<file path="src/rtl/shift_chain_ctrl_pkg.sv">
// Shared types for the shift-chain controller: command opcodes and FSM states.
package shift_chain_ctrl_pkg;

    typedef enum logic [1:0] {
        OP_LOAD  = 2'b00,
        OP_SHIFT = 2'b01,
        OP_XCHG  = 2'b10,
        OP_NOP   = 2'b11
    } op_e;

    typedef enum logic [1:0] {
        IDLE  = 2'd0,
        SHIFT = 2'd1,
        DONE  = 2'd2
    } state_e;

    function automatic logic op_loads(op_e op);
        return (op == OP_LOAD) || (op == OP_XCHG);
    endfunction

    function automatic logic op_shifts(op_e op);
        return (op == OP_SHIFT) || (op == OP_XCHG);
    endfunction

endpackage

</file>
<file path="src/rtl/shift_chain_ctrl_if.sv">
// Command/response handshake bundle between a host and shift_chain_ctrl.
interface shift_chain_ctrl_if #(
    parameter int WIDTH = 8
);
    logic             cmd_valid;
    logic             cmd_ready;
    logic [1:0]       cmd_op;
    logic [WIDTH-1:0] cmd_data;
    logic             rsp_valid;
    logic             rsp_ready;
    logic [WIDTH-1:0] rsp_data;

    modport master (
        output cmd_valid, cmd_op, cmd_data, rsp_ready,
        input  cmd_ready, rsp_valid, rsp_data
    );

    modport slave (
        input  cmd_valid, cmd_op, cmd_data, rsp_ready,
        output cmd_ready, rsp_valid, rsp_data
    );
endinterface

</file>
<file path="src/rtl/shift_chain_reg.sv">
// WIDTH-bit loadable shift register; direction set by SHIFT_CHAIN_CTRL_LSB_FIRST_EN.
module shift_chain_reg #(
    parameter int WIDTH = 8
) (
    input  logic             clk,
    input  logic             rst,
    input  logic             i_load,
    input  logic [WIDTH-1:0] i_load_data,
    input  logic             i_shift,
    input  logic             i_sdi,
    output logic [WIDTH-1:0] o_q,
    output logic             o_sdo
);
    logic [WIDTH-1:0] r_q;

    always_ff @(posedge clk or posedge rst) begin
        if (rst) begin
            r_q <= '0;
        end else if (i_load) begin
            r_q <= i_load_data;
        end else if (i_shift) begin
`ifdef SHIFT_CHAIN_CTRL_LSB_FIRST_EN
            r_q <= {i_sdi, r_q[WIDTH-1:1]};
`else
            r_q <= {r_q[WIDTH-2:0], i_sdi};
`endif
        end
    end

`ifdef SHIFT_CHAIN_CTRL_LSB_FIRST_EN
    assign o_sdo = r_q[0];
`else
    assign o_sdo = r_q[WIDTH-1];
`endif

    assign o_q = r_q;
endmodule

</file>
<file path="src/rtl/shift_chain_ctrl.sv">
// Serial scan-chain controller: accepts LOAD/SHIFT/XCHG/NOP, shifts WIDTH bits, returns
// the register. Optional LSB-first shifting via SHIFT_CHAIN_CTRL_LSB_FIRST_EN.
module shift_chain_ctrl
    import shift_chain_ctrl_pkg::*;
#(
    parameter int WIDTH = 8
) (
    input  logic               clk,
    input  logic               rst,
    shift_chain_ctrl_if.slave  bus,
    input  logic               sdi,
    output logic               sdo,
    output logic               shift_en,
    output logic               busy
);
    localparam int             CW   = $clog2(WIDTH);
    localparam logic [CW-1:0]  LAST = CW'(WIDTH - 1);

    state_e           r_state;
    state_e           w_next;
    logic [CW-1:0]    r_cnt;
    logic             r_armed;
    logic             w_cmd_ready;
    logic             w_shift_en;
    logic             w_rsp_valid;
    logic             w_busy;
    logic             w_accept;
    op_e              w_op;
    logic [WIDTH-1:0] w_q;
    logic             w_reg_sdo;

    assign w_op     = op_e'(bus.cmd_op);
    assign w_accept = bus.cmd_valid && w_cmd_ready;

    // r_armed holds cmd_ready low until the first edge after reset release.
    always_ff @(posedge clk or posedge rst) begin
        if (rst) begin
            r_state <= IDLE;
            r_armed <= 1'b0;
        end else begin
            r_state <= w_next;
            r_armed <= 1'b1;
        end
    end

    always_ff @(posedge clk or posedge rst) begin
        if (rst) begin
            r_cnt <= '0;
        end else if (w_accept) begin
            r_cnt <= '0;
        end else if (r_state == SHIFT) begin
            r_cnt <= r_cnt + 1'b1;
        end
    end

    always_comb begin
        w_next      = r_state;
        w_cmd_ready = 1'b0;
        w_shift_en  = 1'b0;
        w_rsp_valid = 1'b0;
        w_busy      = 1'b1;
        case (r_state)
            IDLE: begin
                w_busy      = 1'b0;
                w_cmd_ready = r_armed;
                if (bus.cmd_valid && r_armed) begin
                    w_next = op_shifts(w_op) ? SHIFT : DONE;
                end
            end
            SHIFT: begin
                w_shift_en = 1'b1;
                if (r_cnt == LAST) begin
                    w_next = DONE;
                end
            end
            DONE: begin
                w_rsp_valid = 1'b1;
                if (bus.rsp_ready) begin
                    w_next = IDLE;
                end
            end
            default: begin
                w_next = IDLE;
            end
        endcase
    end

    shift_chain_reg #(.WIDTH(WIDTH)) u_reg (
        .clk         (clk),
        .rst         (rst),
        .i_load      (w_accept && op_loads(w_op)),
        .i_load_data (bus.cmd_data),
        .i_shift     (w_shift_en),
        .i_sdi       (sdi),
        .o_q         (w_q),
        .o_sdo       (w_reg_sdo)
    );

    assign bus.cmd_ready = w_cmd_ready;
    assign bus.rsp_valid = w_rsp_valid;
    assign bus.rsp_data  = w_q;
    assign shift_en      = w_shift_en;
    assign sdo           = w_shift_en & w_reg_sdo;
    assign busy          = w_busy;
endmodule

</file>
<file path="src/flat_wrapper.sv">
// flat-port wrapper written by rule: the top's interface ports become plain ports
module shift_chain_ctrl_flat import shift_chain_ctrl_pkg::*;
#(
    parameter int WIDTH = 8
)
  (clk, rst, sdi, sdo, shift_en, busy, bus_cmd_valid, bus_cmd_op, bus_cmd_data, bus_rsp_ready, bus_cmd_ready, bus_rsp_valid, bus_rsp_data);
  shift_chain_ctrl_if #(.WIDTH(WIDTH)) bus_i ();
  input  logic clk;
  input  logic rst;
  input  logic sdi;
  output logic sdo;
  output logic shift_en;
  output logic busy;
  input wire logic [$bits(bus_i.cmd_valid)-1:0] bus_cmd_valid;
  input wire logic [$bits(bus_i.cmd_op)-1:0] bus_cmd_op;
  input wire logic [$bits(bus_i.cmd_data)-1:0] bus_cmd_data;
  input wire logic [$bits(bus_i.rsp_ready)-1:0] bus_rsp_ready;
  output wire logic [$bits(bus_i.cmd_ready)-1:0] bus_cmd_ready;
  output wire logic [$bits(bus_i.rsp_valid)-1:0] bus_rsp_valid;
  output wire logic [$bits(bus_i.rsp_data)-1:0] bus_rsp_data;
  assign bus_i.cmd_valid = bus_cmd_valid;
  assign bus_i.cmd_op = bus_cmd_op;
  assign bus_i.cmd_data = bus_cmd_data;
  assign bus_i.rsp_ready = bus_rsp_ready;
  assign bus_cmd_ready = bus_i.cmd_ready;
  assign bus_rsp_valid = bus_i.rsp_valid;
  assign bus_rsp_data = bus_i.rsp_data;
  shift_chain_ctrl #(.WIDTH(WIDTH)) u_core (.clk(clk), .rst(rst), .bus(bus_i), .sdi(sdi), .sdo(sdo), .shift_en(shift_en), .busy(busy));
endmodule
</file>
<file path="config.mk">
export PLATFORM = sky130hd
export DESIGN_NAME = shift_chain_ctrl_flat
export DESIGN_NICKNAME = d
export VERILOG_FILES = /design/src/rtl/shift_chain_ctrl_pkg.sv /design/src/rtl/shift_chain_ctrl_if.sv /design/src/rtl/shift_chain_reg.sv /design/src/rtl/shift_chain_ctrl.sv /design/src/flat_wrapper.sv
export SDC_FILE = /design/constraint.sdc
export NUM_CORES = 1
export LEC_CHECK = 0
export CORE_MARGIN = 3
export CORE_UTILIZATION = 42
export DETAILED_ROUTE_END_ITERATION = 10
export PLACE_DENSITY = 0.76
export REMOVE_ABC_BUFFERS = 1
export SLEW_MARGIN = 10
export SYNTH_ARGS = -nofsm -noshare
export SYNTH_HDL_FRONTEND = slang
export SYNTH_SLANG_ARGS = --single-unit
</file>
<file path="constraint.sdc">
create_clock -name clk -period 1.8 [get_ports clk]
set_clock_uncertainty 0.2 [all_clocks]
set_input_delay 0.36 -clock clk [delete_from_list [all_inputs] [get_ports clk]]
set_output_delay 0.36 -clock clk [all_outputs]
set_load 0.005 [all_outputs]
</file>
==> metrics.md, run 1 <==
| Metric | Value |
|---|---|
| Most common library cell in the layout ignoring fill and taps | clkdlybuf4s50_1 |
| Worst Path Max Fanout | 6 |
| Met1 WL | 753 µm |
| Vias | 622 |
| P_leak | 0.6497 nW |
| Total internal power | 1.595 mW |
| Unrepaired setup endpoints after global routing | yes |
| Metal2 WL | 1039 µm |
| TritonCTS Sinks | 14 |
| Post-route ant nets | 0 |
| Die W | 48.49 µm |
| Ant. Diodes | 0 |
| # DRC | 0 |
| Crit-path leading delay family | multiplexers |
| Post-DP HPWL | 1169 µm |
| Sequential power share | 25.8% |
| I/O pin total | 28 |
| Switching power | 0.6332 mW |
| Initial antenna violation count | 0 |
| Peak Freq | 545.3 MHz |
| Met3 routed WL | 83 µm |
| First DRT Iteration DRCs | 3 |
| Clk pwr share | 10.3% |
| Worst setup EP type | flop |
| Worst Path Arrival | 1800 ps |
| Vias per cell | 4.785 |
| Status | finished with violations |
| Placement Cell Area | 1085 µm² |
| Buffers & Inverters on Critical Path | 4 |
| Total congestion overflow | 0 |
| CTS Buf Count | 3 |
| Final Wtd Congestion | 0.7681 |
| Die Span Y | 48.49 µm |
| First-pass GRT wire length | 3160 µm |
| Number of hold buffers added after CTS | 0 |
| Final Slew Violations | 0 |
| Synth warn | 0 |
| Core Region | 1594 µm² |
| Sw Ratio | 28.41% |
| Yosys cell types | 21 |
| Most frequent cells in the layout | clkdlybuf4s50_1 (22), mux2_4 (16), dfrtp_1 (14) |
| DRT Pass-1 Iters | 4 |
| Setup TNS | -188.4 ps |
| Slowest cell on crit path | dfrtp_1 |
| Pwr per Cell Area | 1724 nW/µm² |
| Buffers on Ports | 27 |
| Worst Setup Start Kind | flop |
| Comb pwr share | 63.9% |
| Final setup vio count | 9 |
| Post-Syn Instances | 59 |
| Worst Tran Pin Value | 543.5 ps |
| Period utilization | 101.9% |
| Design area | 1292 µm² |
| Reg2Reg Setup Slack | -30 ps |
| Share of layout cells above drive strength 1 | 46.23% |
| GRT Total Usage | 16.90% |
| Number of global-route vias before repair | 719 |
| Cell Area, Synth | 758.2 µm² |
| Hold Slack | 211.8 ps |
| Max cap viols | 0 |
| Later-pin clock latency in the skew report | 280 ps |
| Nets | 126 |
| Critical path class | flop to flop |
| Largest net degree at the start of global routing | 15 |
| Biggest area consumer among synthesized cells | dfrtp_1 |
| Required time of the critical path | 1760 ps |
| Top sig layer | met4 |
| Die area | 2351 µm² |
| Hold Violations, Final | 0 |
| Critical Path, Cell by Cell | buf_6 > nor2b_4 > buf_6 > buf_6 > buf_8 > mux2_4 > mux2_4 |
| Most frequent CP cell | buf_6 |
| Max H-tree Level | 1 |
| Syn_area_per_cell | 12.85 µm² |
| Failing checks | setup timing |
| Period minus WS final | 1834 ps |
| Synth-to-Final Area Change | 70.46% |
| Largest cells by area after synthesis | dfrtp_1 (46%), mux2_2 (19%), ha_1 (6.6%), mux2_1 (5.9%), a22o_1 (2.3%) |
| Slew headroom | 63.73% |
| Critical path's largest stage delay | 410 ps |
| Sequential area share after synthesis | 46.20% |
| Register bit total from synthesis | 14 |
| CTS tree | done |
| Wirelength, routed | 1880 µm |
| Hold crit path type | primary input to asynchronous set/reset pin |
| Worst VDD drop | 1093 µV |
| Clk root buf | clkbuf_4 |
| Row Count | 14 |
| DR WL/cell | 14.46 µm |
| Final worst slack | -33.82 ps |
| Starting Density | 47.57% |
| Yosys top cell area share | 46.20% |
| CTS max path bufs | 2 |
| Clock transition at path regs | 90 ps |
-- power groups by stage --
stage	Combinational, mW	Clock [mW]	Sequential, mW
CTS	1.31	0.229	0.568
floorplan	0.490	0	0.569
detailed placement	0.967	0	0.575
global placement	0.946	0	0.572
global route	1.54	0.245	0.595
finish	1.42	0.229	0.576
-- final timing paths --
path,endpoint,start,cells after the start
worst max-delay path,u_core.u_reg.o_q[1],u_core.r_state[1],7
worst max register to register,u_core.u_reg.o_q[1],u_core.r_state[1],7
worst min register to register,u_core.r_cnt[1],u_core.r_cnt[1],1
min in group clk,u_core.r_cnt[1],u_core.r_cnt[1],1
max in group asynchronous,u_core.r_state[0],rst,2
worst min-delay path,u_core.u_reg.o_q[3],rst,2
-- registers in the layout, indices dropped and copies added, names as in the netlist --
name / cells
u_core.u_reg.o_q: 8
u_core.r_armed: 1
u_core.r_state: 2
u_core.r_cnt: 3
-- layer usage --
metal	up-vias	GRT usage [%]
met5	-	0
met4	0	4.265
met3	2	2.454
met2	18	31.88
met1	303	19.96
li1	299	-
-- final cells by class --
cell class,instances,area (µm²)
clock buffers,4,36.28
repair buffers,45,420.4
flip-flops and latches,14,350.3
multi-input cells,39,440.4
fillers,92,301.5
inverters,4,15.01
well taps,24,30.03
-- what timing repair did --
item	in CTS	in global routing
endpoints found under the setup margin	13	13
pin swaps	2	1
cloned	0	0
buffers inserted	10	2
gates resized for setup	30	10
-- stage by stage --
stage	setup WS (ps)	total power, mW	std cells	utilization, %
after global placement	-297.7	1.517	114	68.05
final	-33.82	2.229	130	81.08
after floorplan	140.8	1.059	57	-
after global routing	-82.42	2.378	130	81.08
after detailed placement	-319.9	1.542	114	68.05
after CTS	-35.29	2.107	128	79.04
-- logic make-up after synthesis --
| kind of cell | Yosys count | share of synthesized area [%] |
|---|---|---|
| buffers and inverters | 6 | 4.455 |
| AO/OA/AOI/OAI | 6 | 6.764 |
| AND/OR/NAND/NOR | 10 | 8.251 |
| multiplexers | 18 | 27.23 |
| flip-flops | 14 | 46.21 |
| adder cells (fa/ha/maj) | 4 | 6.601 |
| other | 1 | 0.4946 |
-- Yosys cell counts, drive strengths merged --
| master | instances |
|---|---|
| a22o | 2 |
| buf | 2 |
| mux2 | 18 |
| o2111ai | 1 |
| conb | 1 |
| or2 | 1 |
| nor2 | 3 |
| o21ai | 1 |
| a32oi | 1 |
| ha | 4 |
| nor2b | 1 |
| a21oi | 1 |
| inv | 4 |
| nand2b | 1 |
| dfrtp | 14 |
| nand3 | 1 |
| and2 | 2 |
| and2b | 1 |
(Power assumes the default switching activity.)
==> run 2, diff against run 1 <==
--- a/config.mk
+++ b/config.mk
@@ -5,10 +5,11 @@
 export SDC_FILE = /design/constraint.sdc
 export NUM_CORES = 1
 export LEC_CHECK = 0
+export ABC_AREA = 1
 export CORE_MARGIN = 3
 export CORE_UTILIZATION = 42
 export DETAILED_ROUTE_END_ITERATION = 10
-export PLACE_DENSITY = 0.76
+export PLACE_DENSITY = 0.74
 export REMOVE_ABC_BUFFERS = 1
 export SLEW_MARGIN = 10
 export SYNTH_ARGS = -nofsm -noshare
==> constraint.sdc (replaced) <==
create_clock -name clk -period 1.95 [get_ports clk]
set_clock_uncertainty 0.2 [all_clocks]
set_input_delay 0.39 -clock clk [delete_from_list [all_inputs] [get_ports clk]]
set_output_delay 0.39 -clock clk [all_outputs]
set_load 0.005 [all_outputs]
==> run 2 against run 1 <==
The flow now finishes without violations. Worst hold slack better by 24 ps. Final area down 5.4%. Power down 28%. Cell count up 38%. Sequential share of layout area up 1.6 points. Combinational power down 39%. Flip-flop and latch count unchanged. Via count up 40%. First-iteration DRC count rose to 4.7 times the previous value. Critical path depth down 3. Critical path type is now flop to primary output. Critical endpoint is now busy. Largest cell class unchanged. Highest routed layer unchanged.
==> metrics.md, run 2 <==
| Metric | Value |
|---|---|
| Vias | 868 (+40%) |
| Largest cells by area after synthesis | dfrtp_1 (40%), nand2_1 (18%), inv_1 (9.5%), ha_1 (5.7%), nand4_1 (5.7%) |
| Critical path's largest stage delay | 410 ps (about the same) |
| Unrepaired setup endpoints after global routing | no |
| Core Region | 1839 µm² (+15%) |
| Commonest cells in the netlist | nand2_1 (41), inv_1 (22), dfrtp_1 (14) |
| # DRC | 0 (unchanged) |
| Post-route ant nets | 0 (unchanged) |
| Max reg flops | 8 (unchanged) |
| Post-synth EDFFs | 0 (unchanged) |
| Share of layout cells above drive strength 1 | 12.99% (-33 points) |
| Status | completed |
| Worst Path Max Fanout | 3 (-3) |
| Required time of the critical path | 1360 ps (-400 ps) |
| Worst Tran Pin Value | 534.4 ps (-9.104 ps) |
| TritonCTS Sinks | 14 (unchanged) |
| Vias per cell | 4.849 (+1.3%) |
| Largest net degree at the start of global routing | 17 (+2) |
| Starting Density | 47.48% (-0.084 points) |
| Slowest cell on crit path | dfrtp_1 |
| Largest family of logic cells by synthesized area | simple AND/OR/NAND/NOR gates |
| Worst Path Arrival | 1250 ps (-550 ps) |
| Most common library cell in the layout ignoring fill and taps | nand2_1 |
| Cell Area, Synth | 873.3 µm² (+15%) |
| Fin util | 66.46% (-15 points) |
| I/O pin total | 28 (unchanged) |
| Clk root buf | clkbuf_4 |
| Sequential area share after synthesis | 40.11% (-6.1 points) |
| Final Slew Violations | 0 (unchanged) |
| Post-synthesis xor/xnor area fraction | 0% (unchanged) |
| Yosys cell types | 18 (-14%) |
| Critical path class | flop to primary output |
| CTS tree | done |
| DR WL/cell | 11.09 µm (-23%) |
| Ant. Diodes | 0 (unchanged) |
| Hold crit path type | primary input to asynchronous set/reset pin |
| Post-DP HPWL | 1484 µm (+27%) |
| Most common cell in the synthesized netlist | nand2_1 |
| CTS max path bufs | 2 (unchanged) |
| Pwr per Cell Area | 1315 nW/µm² (-24%) |
| Die Span Y | 51.60 µm (+6.4%) |
| Setup TNS | 0 ps (+188.4 ps) |
| Yosys top cell area share | 40.11% (-6.1 points) |
| Peak Freq | 544.8 MHz |
| Die area | 2663 µm² (+13%) |
| Storage cell area | 350.3 µm² (unchanged) |
| Area fraction in compound gates after synthesis | 4.441% (-2.3 points) |
| Adder-cell area share of the yosys netlist | 5.731% (-0.87 points) |
| Multi-input gate area | 390.4 µm² (-11%) |
| Worst VDD drop | 726.3 µV (-34%) |
| Number of global-route vias before repair | 854 (+19%) |
| Most frequent cells in the layout | nand2_1 (40), inv_1 (22), clkdlybuf4s50_1 (22) |
| Biggest area consumer among synthesized cells | dfrtp_1 |
| GRT Total Usage | 17.36% (+0.47 points) |
| Worst setup EP type | primary output |
| Die W | 51.60 µm (+6.4%) |
| Register bit total from synthesis | 14 (unchanged) |
| CTS Buf Count | 3 (unchanged) |
| Syn_area_per_cell | 7.339 µm² (-43%) |
| Total congestion overflow | 0 (unchanged) |
| Period minus WS final | 1836 ps |
| Post-synthesis mux area share | 0% (-27 points) |
| Crit-path leading delay family | buffers and inverters |
| Period utilization | 94.13% |
| Synth warn | 0 (unchanged) |
| Synth Area in Simple Gates | 33.81% (+26 points) |
| Buffers on Ports | 27 (unchanged) |
| Critical Path, Cell by Cell | buf_4 > nor2_2 > inv_1 > dlygate4sd2_1 |
| DRT Pass-1 Iters | 4 (unchanged) |
| Max cap viols | 0 (unchanged) |
| Row Count | 15 (+1) |
| First DRT Iteration DRCs | 14 (+11) |
| Slew headroom | 64.33% (+0.61 points) |
| Nets | 174 (+38%) |
| Share of flip-flops with an asynchronous set or reset | 100.0% (unchanged) |
| Clock transition at path regs | 100 ps (about the same) |
| Wirelength, routed | 1985 µm (+5.6%) |
| Fillers | 169 (+84%) |
| First-pass GRT wire length | 3567 µm (+13%) |
| Final setup vio count | 0 (-9) |
| P_leak | 0.6868 nW (+5.7%) |
| Later-pin clock latency in the skew report | 280 ps (about the same) |
| Synth-to-Final Area Change | 39.97% |
| Final Wtd Congestion | 0.8018 (+4.4%) |
| Worst Setup Start Kind | flop |
| Initial antenna violation count | 0 (unchanged) |
| Hold Violations, Final | 0 (unchanged) |
| Buffers & Inverters on Critical Path | 3 (-1) |
| Max H-tree Level | 1 (unchanged) |
| Post-Syn Instances | 119 (+100%) |
| Top FF cell, synth | dfrtp_1 |
## run 2: cell count changes after synthesis, sizes merged, moves of 2 or more
cell / change
mux2: -18
a22o: -2
nand4: +8
nor2: +2
nand3: +8
inv: +19
a21oi: +2
and2: -2
nand2: +42
o21ai: +3
buf: +3
## run 2: layout make-up
type | instances | area share [%]
clock buffer | 4 | 2.968
inverter | 23 | 7.062
multi-input combinational | 77 | 31.93
sequential | 14 | 28.66
tap | 25 | 2.559
timing repair buffer | 36 | 26.82
## run 2: kinds of logic (layout without fill, tap and decap cells)
group,count (synthesis),count (layout)
buf+inv,28,63
other cells,1,1
flops,14,14
simple gates,65,65
compound gates,7,7
fa+ha+maj,4,4
## run 2: power breakdown
group          leakage (nW)  switching (mW)  internal [mW]
clock network        0.0210           0.103          0.114
registers             0.173          0.0997          0.419
logic                 0.493           0.415          0.458
## run 2: final timing paths
| kind | from | end | slack, ps | cells after the start |
|---|---|---|---|---|
| max | u_core.r_state[1] | busy | 110 | 4 |
| min | rst | u_core.u_reg.o_q[1] | 240 | 2 |
| max reg2reg | u_core.r_state[1] | u_core.u_reg.o_q[5] | 360 | 7 |
| min reg2reg | u_core.r_cnt[0] | u_core.r_cnt[0] | 290 | 1 |
| max in group asynchronous | rst | u_core.u_reg.o_q[6] | 950 | 2 |
| min in group clk | u_core.r_cnt[0] | u_core.r_cnt[0] | 290 | 1 |
## run 2: stage by stage
| stage | setup slack, ps | hold slack (ps) | power [mW] | instances | cell area [µm²] |
|---|---|---|---|---|---|
| after floorplan | 373.1 | 79.22 | 0.9166 | 114 | 824.5 |
| after global placement | 102.0 | 267.6 | 1.328 | 170 | 1156 |
| after detailed placement | 54.59 | 277.0 | 1.355 | 170 | 1156 |
| after CTS | 72.93 | 268.8 | 1.615 | 179 | 1226 |
| after global routing | 33.01 | 293.8 | 1.753 | 179 | 1222 |
| final | 114.4 | 235.6 | 1.607 | 179 | 1222 |
## run 2: routing by layer
metal | routed length [µm] | global-route usage, % | vias to the layer above
met5 | 0 | 0 | -
met4 | 21 | 5.240 | 0
met3 | 128 | 4.011 | 4
met2 | 975 | 31.36 | 23
met1 | 859 | 20.18 | 407
li1 | - | - | 434
## run 2: timing repair
action	4_1_cts	5_1_grt
pin swaps	1	0
endpoints found under the setup margin	4	1
hold buffers	0	0
setup buffers	5	0
gates resized for setup	6	2
==> run 3, diff against run 2 <==
==> constraint.sdc (replaced) <==
create_clock -name clk -period 1.95 [get_ports clk]
set_clock_uncertainty 0.2 [all_clocks]
set_input_delay 0.39 -clock clk [delete_from_list [all_inputs] [get_ports clk]]
set_output_delay 0.39 -clock clk [all_outputs]
set_load 0.01 [all_outputs]
==> run 3 against run 2 <==
Sequential share of layout area rose by 0.54 points. Register-to-register slack improved by 150 ps. Count of clock-buffer cells in the layout unchanged. Critical path depth is the same. Worst hold slack improved by 7.9 ps. Utilization shrank 1.2 points.
==> metrics.md, run 3 (synthesis gave the netlist of run 2 again) <==
| Metric | Value |
|---|---|
| Status | completed |
| Vias per cell | 4.886 (+0.77%) |
| Final Wtd Congestion | 0.8018 (unchanged) |
| Setup TNS | 0 ps (unchanged) |
| Placement Cell Area | 1156 µm² (unchanged) |
| Number of hold buffers added after CTS | 0 (unchanged) |
| Worst Path Arrival | 1250 ps (about the same) |
| Share of layout cells above drive strength 1 | 11.26% (-1.7 points) |
| Worst slack, placed | 54.59 ps (unchanged) |
| Total internal power | 0.9564 mW (-3.4%) |
| Ant. Diodes | 0 (unchanged) |
| Final Non-Filler Cells | 176 (-1.7%) |
| Sequential power share | 32.0% (-0.3 points) |
| Post-route ant nets | 0 (unchanged) |
| Fillers | 174 (+3.0%) |
| CTS tree | done |
| Die W | 51.60 µm (unchanged) |
| Post-DP HPWL | 1484 µm (unchanged) |
| Worst setup EP type | primary output |
| Unrepaired setup endpoints after global routing | no |
| Nets | 171 (-1.7%) |
| Clk pwr share | 13.6% (about the same) |
| Most frequent cells in the layout | nand2_1 (40), inv_1 (22), clkdlybuf4s50_1 (22) |
| Design area | 1200 µm² (-1.8%) |
| Hold crit path type | primary input to asynchronous set/reset pin |
| Die Span Y | 51.60 µm (unchanged) |
| Hold Violations, Final | 0 (unchanged) |
| Final worst slack | 114.3 ps (-0.09400 ps) |
| I/O pin total | 28 (unchanged) |
| Overall Power | 1.606 mW (about the same) |
| Max cap viols | 0 (unchanged) |
| Critical path class | flop to primary output |
| Clk root buf | clkbuf_4 |
| Later-pin clock latency in the skew report | 280 ps (about the same) |
| Comb pwr share | 54.5% (+0.2 points) |
| Final Slew Violations | 0 (unchanged) |
| Initial antenna violation count | 0 (unchanged) |
| Largest net degree at the start of global routing | 17 (unchanged) |
| Switching power | 0.6495 mW (+5.3%) |
| Die area | 2663 µm² (unchanged) |
| Fin util | 65.24% (-1.2 points) |
| Pwr per Cell Area | 1338 nW/µm² (+1.8%) |
| Starting Density | 47.48% (unchanged) |
| Number of global-route vias before repair | 802 (-6.1%) |
| DR WL/cell | 10.93 µm (-1.5%) |
| DRT Pass-1 Iters | 4 (unchanged) |
| Worst Tran Pin Value | 552.4 ps (+17.98 ps) |
| First DRT Iteration DRCs | 28 (+14) |
| # DRC | 0 (unchanged) |
| Total congestion overflow | 0 (unchanged) |
| Hold Slack | 243.5 ps (+7.934 ps) |
| TritonCTS Sinks | 14 (unchanged) |
| Period minus WS final | 1836 ps (+0.09400 ps) |
| Placed insts | 170 (unchanged) |
| CTS Buf Count | 3 (unchanged) |
| Worst VDD drop | 690.1 µV (-5.0%) |
| Wirelength, routed | 1923 µm (-3.1%) |
| Row Count | 15 (unchanged) |
| Most common library cell in the layout ignoring fill and taps | nand2_1 |
| CTS max path bufs | 2 (unchanged) |
| GRT Total Usage | 16.58% (-0.79 points) |
| Sw Ratio | 40.44% (+2.1 points) |
| Peak Freq | 544.8 MHz (about the same) |
| Vias | 860 (-0.92%) |
| Slew headroom | 63.13% (-1.2 points) |
| P_leak | 0.6721 nW (-2.1%) |
| Max H-tree Level | 1 (unchanged) |
| Max reg flops | 8 (unchanged) |
| Buffers on Ports | 27 (unchanged) |
| Final setup vio count | 0 (unchanged) |
| Worst Setup Start Kind | flop |
| Worst Path Max Fanout | 3 (unchanged) |
| Required time of the critical path | 1360 ps (about the same) |
| Clock transition at path regs | 100 ps (about the same) |
| Period utilization | 94.14% (about the same) |
| Synth-to-Final Area Change | 37.39% |
| Core Region | 1839 µm² (unchanged) |
| First-pass GRT wire length | 3381 µm (-5.2%) |
-- run 3: changes by cell type in the layout (fill, tap and decap cells not counted), sizes merged --
cell / previous run / this run
buf: 9 / 6
-- run 3: layout make-up --
| type | count | area [µm²] | share of cell area (%) |
|---|---|---|---|
| multi-input cells | 77 | 390.4 | 32.53 |
| flip-flops and latches | 14 | 350.3 | 29.20 |
| repair buffers | 33 | 305.3 | 25.44 |
| inverters | 23 | 86.33 | 7.195 |
| clock buffers | 4 | 36.28 | 3.024 |
| well taps | 25 | 31.28 | 2.607 |
-- run 3: worst max-delay path, cell delays in order, from the launching register on --
cell and delay (ps):
dfrtp_1 410, buf_4 150, nand2_2 80, inv_1 50, dlygate4sd2_1 270
-- run 3: power by group through the flow --
stage / combinational (mW) / clock [mW] / sequential (mW)
3_5_place_dp: 0.879 / 0 / 0.527
4_1_cts: 0.886 / 0.221 / 0.512
5_1_grt: 0.979 / 0.237 / 0.529
6_report: 0.875 / 0.218 / 0.513
3_3_place_gp: 0.857 / 0 / 0.523
2_1_floorplan: 0.415 / 0 / 0.550
-- run 3: layer usage --
layer,routed length (µm),up-vias,global-route usage [%],part of all wire (%)
li1,-,429,-,-
met1,843,398,20.18,44
met2,920,31,28.60,48
met3,152,2,4.011,7.9
met4,7,0,5.240,0.36
met5,0,-,0,0
-- run 3: repair_timing --
item / CTS / global route
setup buffers: 2 / 0
resized for setup: 5 / 3
endpoints found under the setup margin: 5 / 2
-- run 3: worst paths after layout --
path / from / end / slack (ps) / cells after the start
hold reg to reg: u_core.r_cnt[0] / u_core.r_cnt[0] / 290 / 1
min in group clk: u_core.r_cnt[0] / u_core.r_cnt[0] / 290 / 1
setup reg to reg: u_core.r_cnt[0] / u_core.r_state[1] / 510 / 5
hold / removal: rst / u_core.u_reg.o_q[1] / 240 / 2
setup / recovery: u_core.r_state[0] / shift_en / 110 / 4
max in group asynchronous: rst / u_core.u_reg.o_q[6] / 940 / 2
==> variant 1 (settings of run 2) <==
`WIDTH` is set to 8 in 4 places; all go to 16.
--- a/src/rtl/shift_chain_ctrl_if.sv
+++ b/src/rtl/shift_chain_ctrl_if.sv
@@ -1,6 +1,6 @@
 // Command/response handshake bundle between a host and shift_chain_ctrl.
 interface shift_chain_ctrl_if #(
-    parameter int WIDTH = 8
+    parameter int WIDTH = 16
 );
     logic             cmd_valid;
     logic             cmd_ready;
--- a/src/rtl/shift_chain_reg.sv
+++ b/src/rtl/shift_chain_reg.sv
@@ -1,6 +1,6 @@
 // WIDTH-bit loadable shift register; direction set by SHIFT_CHAIN_CTRL_LSB_FIRST_EN.
 module shift_chain_reg #(
-    parameter int WIDTH = 8
+    parameter int WIDTH = 16
 ) (
     input  logic             clk,
     input  logic             rst,
--- a/src/rtl/shift_chain_ctrl.sv
+++ b/src/rtl/shift_chain_ctrl.sv
@@ -3,7 +3,7 @@
 module shift_chain_ctrl
     import shift_chain_ctrl_pkg::*;
 #(
-    parameter int WIDTH = 8
+    parameter int WIDTH = 16
 ) (
     input  logic               clk,
     input  logic               rst,
--- a/src/flat_wrapper.sv
+++ b/src/flat_wrapper.sv
@@ -1,7 +1,7 @@
 // flat-port wrapper written by rule: the top's interface ports become plain ports
 module shift_chain_ctrl_flat import shift_chain_ctrl_pkg::*;
 #(
-    parameter int WIDTH = 8
+    parameter int WIDTH = 16
 )
   (clk, rst, sdi, sdo, shift_en, busy, bus_cmd_valid, bus_cmd_op, bus_cmd_data, bus_rsp_ready, bus_cmd_ready, bus_rsp_valid, bus_rsp_data);
   shift_chain_ctrl_if #(.WIDTH(WIDTH)) bus_i ();
Interface: changed (resized bus_cmd_data and bus_rsp_data); port bits go from 28 to 44. No check against the original RTL was run, so the function may have changed too.
==> variant 1 against run 2 <==
- worst setup slack got worse by 44 ps
- design area is 51% higher
- largest cell class unchanged
- synthesized area grew 50%
- total power increased by 48%
- worst hold slack worse by 110 ps
- sequential cell count is 9 higher
- global-route usage is 0.98 points higher
- routed wire length rose by 59%
==> variant 1: results <==
export IMPL_synth_xor_area_share=0
export IMPL_cp_max_fo=3
export IMPL_port_buffers=43
export IMPL_dr_wl_met3_um=220
export IMPL_hpwl_mm=2.38
export IMPL_largest_register_ffs=16
export IMPL_grt_max_degree=23
export IMPL_grtUsageMet3=0.0393
export IMPL_place_congestion=0.801
export IMPL_max_stage_delay_ps=440
export IMPL_cp_data_required_time_ps=1360
export IMPL_htreeDepth=1
export IMPL_first_pass_iters=4
export IMPL_grt_use_total=0.183
export IMPL_synth_compound_area_frac=0.0192
export IMPL_muxShareOfSynthArea=0
export IMPL_grt_use_met2=0.306
export IMPL_route_met2_wl_mm=1.59
export IMPL_worstSkewPairLatency_ps=300
export IMPL_synth_cell_type_count=19
export IMPL_netlist_instances=148
export IMPL_place_inst=222
export IMPL_peakVddDrop_uv=626
export IMPL_status="finished clean"
export IMPL_antenna_cells=0
export IMPL_reg2reg_setup_slack_ps=390
export IMPL_synth_top_cell_area_share=0.441
export IMPL_clk_pin_slew_worst_paths_ps=130
export IMPL_numCtsBuffers=3
export IMPL_grtUsageMet1=0.240
export IMPL_crit_path_end="busy"
export IMPL_synth_fa_ha_area_frac=0.0287
export IMPL_drive_gt1_frac=0.243
export IMPL_worst_path_max_delay_cell="dfrtp_2"
export IMPL_vias_per_cell=5.28
export IMPL_cap_violations=0
export IMPL_synth_seq_area_share=0.441
export IMPL_r2r_start="u_core.r_state[0]"
export IMPL_yosys_warnings=0
export IMPL_wl_met1_mm=1.34
export IMPL_grt_pass1_vias=1207
export IMPL_top_layer="met4"
export IMPL_r2r_end="u_core.u_reg.o_q[10]"
export IMPL_async_reset_ff_frac=1.00
export IMPL_grt_first_pass_wirelength_mm=5.24
export IMPL_synthTopCellsByCount="33 x nand3_1, 30 x nand2_1, 23 x dfrtp_1"
export IMPL_post_drt_wl_per_cell_um=13.6
export IMPL_drt_iter0_markers=43
export IMPL_clock_path_buffers=2
export IMPL_p_leak_uw=0.000920
export IMPL_ys_top_cells_by_area="dfrtp_1 44%, nand3_2 15%, nand3_1 13%"
export IMPL_r2r_cells=7
export IMPL_fin_cells=233
==> variant 1: changes by cell type after synthesis, sizes merged, moves of 2 or more <==
cell   before  now
nand3       9   52
nand2      42   31
dfrtp      14   23
inv        23   17
nand4       8    2
o21ai       4    0
buf         5    7
nor2        5    7
o21a        0    2
==> variant 1: critical path, delay by kind of cell, from the launching register on <==
family	cells	cell delay [ps]
flip-flops	1	440
AND/OR/NAND/NOR	1	70
buffers and inverters	3	470
==> variant 1: what timing repair did <==
item / CTS / global route
setup endpoints to repair: 5 / 4
pin swaps: 2 / 0
buffers inserted: 6 / 1
hold buffers: 0 / 0
resized for setup: 12 / 5
==> variant 1: layout make-up <==
cell class              count  area, sq um
fillers                   253         1000
well taps                  31         38.8
inverters                  17         66.3
multi-input cells         101          607
flip-flops and latches     23          578
repair buffers             57          534
clock buffers               3         22.5
clock inverters             1         5.00
==> variant 1: metrics by stage <==
stage / util / cell area (sq um) / power, uW / setup slack (ps) / hold WS, ps
floorplan: - / 1240 / 1480 / 122 / 192
global placement: 0.622 / 1780 / 2050 / 65.4 / 303
detailed placement: 0.622 / 1780 / 2090 / 42.5 / 311
CTS: 0.648 / 1850 / 2390 / 18.9 / 121
global route: 0.649 / 1850 / 2590 / 0.999 / 111
finish: 0.649 / 1850 / 2390 / 70.2 / 121
==> variant 1: power by group <==
group	internal (uW)	switching [uW]
Combinational	689	612
Sequential	676	187
Clock	76.5	145
==> variant 1: logic make-up (layout without fill, tap and decap cells) <==
family / Yosys count / count (layout)
AO/OA/AOI/OAI: 4 / 4
adder cells (fa/ha/maj): 3 / 3
buffers and inverters: 24 / 78
flip-flops: 23 / 23
other: 1 / 1
AND/OR/NAND/NOR: 93 / 93
==> variant 2 (config.mk and constraints of run 2) <==
Without the edit above. Reset style: synchronous (`rst`), changed in 3 clocked blocks.
--- a/src/rtl/shift_chain_reg.sv
+++ b/src/rtl/shift_chain_reg.sv
@@ -13,7 +13,7 @@
 );
     logic [WIDTH-1:0] r_q;
 
-    always_ff @(posedge clk or posedge rst) begin
+    always_ff @(posedge clk) begin
         if (rst) begin
             r_q <= '0;
         end else if (i_load) begin
--- a/src/rtl/shift_chain_ctrl.sv
+++ b/src/rtl/shift_chain_ctrl.sv
@@ -33,7 +33,7 @@
     assign w_accept = bus.cmd_valid && w_cmd_ready;
 
     // r_armed holds cmd_ready low until the first edge after reset release.
-    always_ff @(posedge clk or posedge rst) begin
+    always_ff @(posedge clk) begin
         if (rst) begin
             r_state <= IDLE;
             r_armed <= 1'b0;
@@ -43,7 +43,7 @@
         end
     end
 
-    always_ff @(posedge clk or posedge rst) begin
+    always_ff @(posedge clk) begin
         if (rst) begin
             r_cnt <= '0;
         end else if (w_accept) begin
Formal check against the unedited RTL: differs if rst is asserted again (counterexample within 4 cycles, from zero or initial values and one cycle with rst high); with rst held inactive, the same outputs for 10 cycles.
==> variant 2 against run 2 <==
- routed wire length down 1.5%
- design area down 2.0%
- sequential cell count did not move
- synthesized area decreased by 4.3%
- worst setup slack worse by 61 ps
- register-to-register slack better by 210 ps
- critical endpoint is now bus_rsp_valid
Power is not compared: it rests on default switching activity, and its combinational part moved more than twofold at a synthesized area within 25%.
==> variant 2: results <==
export IMPL_bufAreaShareNonClock=0.270
export IMPL_wl_met1_um=837
export IMPL_multi_input_area_share=0.372
export IMPL_drive_gt1_frac=0.186
export IMPL_r2r_cells=6
export IMPL_multi_input_gates=76
export IMPL_cp_arrival_ps=1310
export IMPL_finalCritPeriodShare=0.973
export IMPL_fin_util=0.665
export IMPL_buffers=32
export IMPL_fin_cells=170
export IMPL_synthTopCellsByCount="28 x nand2_1, 17 x inv_1, 14 x dfxtp_1"
export IMPL_post_dp_cell_area_sq_um=1150
export IMPL_reg2reg_setup_slack_ps=570
export IMPL_holdWs_ps=270
export IMPL_avgSynthCellArea_sq_um=7.27
export IMPL_synth_seq_area_share=0.335
export IMPL_drt_iter0_markers=10
export IMPL_place_congestion=0.816
export IMPL_vias=819
export IMPL_status="finished clean"
export IMPL_finalWirelength_mm=1.96
export IMPL_power_total_uw=724
export IMPL_grtUsageMet3=0.0564
export IMPL_hpwl_mm=1.43
export IMPL_dr_wl_met3_um=117
export IMPL_fillCellCount=166
export IMPL_grt_pass1_vias=736
export IMPL_cts_setup_buffers=0
export IMPL_largest_register_ffs=8
export IMPL_grt_use_total=0.168
export IMPL_clockNetworkAreaShare=0.0303
export IMPL_crit_path_end="bus_rsp_valid"
export IMPL_worst_slew_pin_slew_ps=252
export IMPL_async_reset_ff_frac=0
export IMPL_inv_count=19
export IMPL_ys_top_cells_by_area="dfxtp_1 34%, nand2_1 13%, inv_1 7.6%"
export IMPL_r2r_end="u_core.u_reg.o_q[1]"
export IMPL_r2r_start="u_core.r_state[1]"
export IMPL_ys_flop_type="dfxtp_1"
## variant 2: cell types whose count changed in the layout (fill, tap and decap cells not counted), moves of 3 or more
| cell | run 2 | this run |
|---|---|---|
| dfxtp_1 | 0 | 12 |
| o21ai_0 | 4 | 1 |
| nand2_1 | 40 | 28 |
| a21oi_2 | 1 | 7 |
| inv_1 | 22 | 16 |
| dfrtp_1 | 14 | 0 |
| buf_4 | 9 | 4 |
## variant 2: what timing repair did
action / CTS / global route
endpoints found under the setup margin: 5 / 3
hold buffers: 0 / 0
cloned: 0 / 0
gates resized for setup: 6 / 4
## variant 2: critical path, cell delays in order (launching register included)
cell	delay (ps)
dfxtp_4	380
inv_2	50
nor2_1	90
clkdlybuf4s50_1	510
## variant 2: cell families after synthesis
kind of cell | after synthesis | synth area share
buffers and inverters | 25 | 0.138
adders and majority gates | 4 | 0.0599
xor gates and xnor gates | 1 | 0.0105
AOI/OAI and AO/OA | 14 | 0.120
and+or+nand+nor | 57 | 0.337
DFF | 14 | 0.335
